[config.mk]
export PLATFORM = sky130hd
export DESIGN_NAME = mem_arbiter
export DESIGN_NICKNAME = d
export VERILOG_FILES = /design/src/rtl/mem_arbiter.sv
export SDC_FILE = /design/constraint.sdc
export NUM_CORES = 1
export LEC_CHECK = 0
export ABC_AREA = 1
export CELL_PAD_IN_SITES_DETAIL_PLACEMENT = 0
export CELL_PAD_IN_SITES_GLOBAL_PLACEMENT = 1
export CORE_ASPECT_RATIO = 1.2
export CORE_MARGIN = 4
export CORE_UTILIZATION = 26
export CTS_CLUSTER_SIZE = 30
export DETAILED_ROUTE_END_ITERATION = 6
export PLACE_DENSITY = 0.87
export SYNTH_ARGS = -nofsm -noshare
export SYNTH_HDL_FRONTEND = slang
export SYNTH_SLANG_ARGS = --single-unit
[constraint.sdc]
create_clock -name clk -period 1.5 [get_ports clk]
set_input_delay 0.225 -clock clk [delete_from_list [all_inputs] [get_ports clk]]
set_output_delay 0.225 -clock clk [all_outputs]
set_load 0.03 [all_outputs]
[src/rtl/mem_arbiter.sv]
// Two-port round-robin line-fill arbiter: grants one cache at a time, fetches
// LINE_WORDS consecutive words from memory and returns the assembled line.
module mem_arbiter #(
  parameter int unsigned LINE_WORDS = 4
) (
  input  logic                    clk,
  input  logic                    rst_n,
  input  logic                    icache_req,
  input  logic [31:0]             icache_addr,
  output logic                    icache_resp,
  output logic [32*LINE_WORDS-1:0] icache_line,
  input  logic                    dcache_req,
  input  logic [31:0]             dcache_addr,
  output logic                    dcache_resp,
  output logic [32*LINE_WORDS-1:0] dcache_line,
  output logic                    mem_req,
  output logic [31:0]             mem_addr,
  input  logic                    mem_resp,
  input  logic [31:0]             mem_data
);

  localparam int unsigned IDXW = $clog2(LINE_WORDS);
  localparam int unsigned CNTW = IDXW + 1;
  localparam logic [31:0] LINE_MASK = ~((32'd1 << (IDXW + 2)) - 32'd1);
  localparam logic [CNTW-1:0] CNT_LAST = CNTW'(LINE_WORDS - 1);

  typedef enum logic [1:0] {IDLE, FILL, DONE} state_e;
  typedef enum logic {PORT_I, PORT_D} port_e;

  state_e                  state_q;
  port_e                   grant_q;
  port_e                   last_grant_q;
  logic [31:0]             base_q;
  logic [CNTW-1:0]         cnt_q;
  logic [32*LINE_WORDS-1:0] line_q;
  logic                    icache_resp_q;
  logic                    dcache_resp_q;

  logic                    arb_valid;
  port_e                   arb_port;
  logic [31:0]             arb_base;

  // On a tie the port that was not served last wins.
  always_comb begin
    arb_valid = icache_req | dcache_req;
    if (icache_req && dcache_req) begin
      arb_port = (last_grant_q == PORT_I) ? PORT_D : PORT_I;
    end else begin
      arb_port = dcache_req ? PORT_D : PORT_I;
    end
    arb_base = ((arb_port == PORT_D) ? dcache_addr : icache_addr) & LINE_MASK;
  end

  always_ff @(posedge clk or negedge rst_n) begin
    if (!rst_n) begin
      state_q       <= IDLE;
      grant_q       <= PORT_I;
      last_grant_q  <= PORT_I;
      base_q        <= '0;
      cnt_q         <= '0;
      line_q        <= '0;
      icache_resp_q <= 1'b0;
      dcache_resp_q <= 1'b0;
    end else begin
      case (state_q)
        IDLE: begin
          icache_resp_q <= 1'b0;
          dcache_resp_q <= 1'b0;
          if (arb_valid) begin
            grant_q <= arb_port;
            base_q  <= arb_base;
            cnt_q   <= '0;
            state_q <= FILL;
          end
        end
        FILL: begin
          if (mem_resp) begin
            for (int unsigned k = 0; k < LINE_WORDS; k++) begin
              if (cnt_q == CNTW'(k)) line_q[32*k +: 32] <= mem_data;
            end
            // Response pulse is registered on the way into DONE.
            if (cnt_q == CNT_LAST) begin
              icache_resp_q <= (grant_q == PORT_I);
              dcache_resp_q <= (grant_q == PORT_D);
              state_q       <= DONE;
            end else begin
              cnt_q <= cnt_q + 1'b1;
            end
          end
        end
        DONE: begin
          icache_resp_q <= 1'b0;
          dcache_resp_q <= 1'b0;
          last_grant_q  <= grant_q;
          state_q       <= IDLE;
        end
        default: state_q <= IDLE;
      endcase
    end
  end

  always_comb begin
    mem_req  = (state_q == FILL);
    mem_addr = mem_req ? (base_q + (32'(cnt_q) << 2)) : '0;
  end

  assign icache_resp = icache_resp_q;
  assign dcache_resp = dcache_resp_q;
  assign icache_line = line_q;
  assign dcache_line = line_q;

endmodule

==> flow_summary.json <==
{
  "worst_path_largest_cell_delay_ns": 0.39,
  "cts_tree": "yes",
  "synthDistinctLibCells": 29,
  "netlist_instances": 966,
  "synth.area.top_cells": "dfrtp_1 (51%), buf_4 (13%), nor2_1 (8.3%), a21oi_1 (7.1%), nand2_1 (5.7%)",
  "row_count": 70,
  "antenna_found_initial": 1,
  "rsz0062_at_grt": "yes",
  "grt_max_degree": 55,
  "fin_skew_ns": 0.0169,
  "final_util_pct": 49.6,
  "layout_worst_path_cycle_share_pct": 148,
  "synth_most_common_cell": "nor2_1",
  "synth_edf_count": 0,
  "drv_slew": 0,
  "p_leak_uw": 0.00679,
  "yosysWarnings": 0,
  "clock_latency_ns": 0.43,
  "finalNetCount": 1468,
  "crit_arrival_ns": 1.99,
  "netlist_area_sq_mm": 0.00816,
  "clock_tree.buffer_depth": 2,
  "status": "finished, violations left",
  "final_hold_viol_count": 0,
  "violations": "setup timing",
  "fp.dieH_um": 202,
  "route.detailed.drc": 0,
  "synth_top_family_by_area": "buffers and inverters",
  "cp_top_family": "simple AND/OR/NAND/NOR gates",
  "synthToLayoutAreaGrowth_pct": 87.1,
  "synth_xor_area_share_pct": 0,
  "cap_violations": 0,
  "antenna_cells": 0,
  "detail_route.wl_per_cell_um": 19.8,
  "ir_drop_uv": 1280,
  "top_level_ports": 392,
  "cts_buffers": 17,
  "yosys.area_share.simple_pct": 16.7,
  "worstPathRequired_ns": 1.27,
  "vias": 8221,
  "drt_pass1_iterations": 5,
  "synth_compound_area_share_pct": 14.2,
  "synth_top_cell_by_area": "dfrtp_1",
  "startpoint": "cnt_q[2]",
  "path_cells": "ha_2 -> nand2_2 -> nor2_4 -> nand2_4 -> nor2_4 -> nand3_1 -> nand2_2 -> nor2_4 -> buf_4",
  "gp_congestion": 0.849,
  "grt_pass1_wl_um": 46400,
  "cts_num_sinks": 165,
  "die_w_um": 170,
  "reg2reg_from": "state_q[0]",
  "root_buffer": "clkbuf_16",
  "powerDensity_mw_per_mm2": 2590,
  "cpMostUsedCell": "nor2_4",
  "max_freq_mhz": 451,
  "htreeDepth": 4,
  "ant_nets": 0,
  "synthAdderAreaFrac_pct": 1.07,
  "grt_pass1_vias": 8276,
  "dp.cells": 1659,
  "die_area_sq_mm": 0.0343,
  "hp-class": "input pin to asynchronous set/reset pin",
  "place_area_sq_mm": 0.0123,
  "crit_path_top_delay_cell": "dfrtp_1",
  "layoutNonFillerInstCount": 1769,
  "grt.overflow.total": 0,
  "stdcell_area_sq_mm": 0.0153,
  "worstSetupPathType": "flop to output pin",
  "finalCriticalPeriod_ns": 2.22,
  "yosysSeqAreaShare_pct": 50.6,
  "synth.ff_latch_count": 165,
  "io_buffers": 381,
  "grt_use_total_pct": 17.3,
  "drt-total-wl_um": 34900,
  "synth_flop_cell": "dfrtp_1",
  "async_flop_share_pct": 100,
  "start_util_pct": 26.5,
  "drtIter0Drc": 491,
  "vias_per_cell": 4.65,
  "endpoint_kind": "output pin",
  "core_area_sq_mm": 0.0307,
  "synth.top_cell.area_share_pct": 50.6,
  "path_buf_inv": 1,
  "setup_viol": 172,
  "startpoint_type": "flop",
  "syn_avg_cell_area_sq_um": 8.44,
  "cp_max_fo": 6,
  "netlist_top_cells_count": "nor2_1 (181), dfrtp_1 (165), buf_4 (139), nand2_1 (124), a21oi_1 (116)",
  "drive_gt1_share_pct": 46.2,
  "muxShareOfSynthArea_pct": 0,
  "path_clk_slew_ns": 0.08,
  "setup_slack_ns": -0.715,
  "hpwl_um": 21100
}
-- logic make-up (layout without fill, tap and decap cells) --
group / after synthesis / in the layout
and+or+nand+nor: 334 / 334
buffers and inverters: 233 / 639
AOI/OAI and AO/OA: 226 / 226
DFF: 165 / 165
adders and majority gates: 7 / 7
other: 1 / 2
-- registers in the layout, summed over array words and instances, names as in the netlist --
| signal | flops |
|---|---|
| cnt_q | 3 |
| dcache_resp | 1 |
| icache_resp | 1 |
| base_q | 28 |
| last_grant_q | 1 |
| grant_q | 1 |
| state_q | 2 |
| dcache_line | 128 |
-- worst register-to-register path: cells and delay by family, from the launching register on --
| kind | cells | cell delay [ns] |
|---|---|---|
| AND/OR/NAND/NOR | 4 | 0.35 |
| flip-flops | 1 | 0.37 |
| buffers and inverters | 8 | 1.03 |
| AO/OA/AOI/OAI | 1 | 0.10 |
-- metrics by stage --
stage | total power, uW | hold slack, ns | setup slack [ns] | TNS (ns)
floorplan | 22800 | -0.0706 | -0.115 | -1.53
global placement | 31400 | 0.122 | -0.251 | -9.73
detailed placement | 31700 | 0.127 | -0.303 | -15.87
CTS | 37000 | 0.210 | -0.711 | -47.64
global route | 41500 | 0.230 | -0.838 | -73.04
finish | 39500 | 0.219 | -0.715 | -54.47
-- where the power goes --
part	total [uW]	leakage (uW)	switching (uW)	internal (uW)
Clock	4420	0.000287	2160	2260
Combinational	26000	0.00458	15500	10500
Sequential	9090	0.00192	2490	6600
-- repair_timing --
| action | 4_1_cts | 5_1_grt |
|---|---|---|
| cloned | 19 | 20 |
| hold endpoints to repair | 23 | 0 |
| gates resized for setup | 528 | 462 |
| hold buffers | 1 | 0 |
| buffers inserted | 31 | 19 |
| endpoints found under the setup margin | 383 | 288 |
| pin swaps | 46 | 37 |
-- cells in the final DEF, fill, tap and decap left out, types with 2 or more instances in the layout --
cell and count:
a21oi_1 21, a21oi_2 93, a21oi_4 2, buf_12 38, buf_16 17, buf_4 84, buf_6 34, buf_8 9
clkbuf_16 31, clkbuf_2 77, clkdlybuf4s15_1 39, clkdlybuf4s15_2 30, clkdlybuf4s50_1 91, clkinv_8 4, clkinvlp_4 2, conb_1 2
dfrtp_1 164, dlygate4sd2_1 107, ha_1 4, ha_2 3, inv_1 60, inv_2 2, inv_4 3, inv_6 2
inv_8 6, nand2_1 74, nand2_2 30, nand2_4 20, nand3_1 7, nand3_2 9, nand4_1 3, nor2_1 86
nor2_2 10, nor2_4 88, nor2_8 3, o21ai_0 46, o21ai_1 20, o21ai_2 28, o22ai_1 10
-- final cells by class --
type | count | area (sq um)
fill | 2789 | 15500
timing repair buffer | 542 | 5700
sequential | 165 | 4130
multi-input combinational | 569 | 4080
tap | 396 | 495
clock buffer | 17 | 425
inverter | 65 | 251
clock inverter | 15 | 174
-- layer usage --
layer	global-route usage [%]	part of all wire, %	wire length [um]	vias to the layer above
li1	-	-	-	3787
met1	19.0	37	12900	4007
met2	32.5	53	18600	368
met3	4.24	6.8	2370	57
met4	5.32	3.0	1050	2
met5	0	0.057	20	-
-- worst paths after layout --
check	endpoint	cells past startpoint	slack [ns]
worst max register to register	dcache_line[38]	13	-0.44
min in group clk	base_q[30]	3	0.40
worst min-delay path	base_q[23]	2	0.22
max in group asynchronous	dcache_line[4]	3	0.64
worst max-delay path	mem_addr[28]	9	-0.72
worst min register to register	icache_resp	1	0.50
Note: power is estimated with default switching activity, not from simulation.
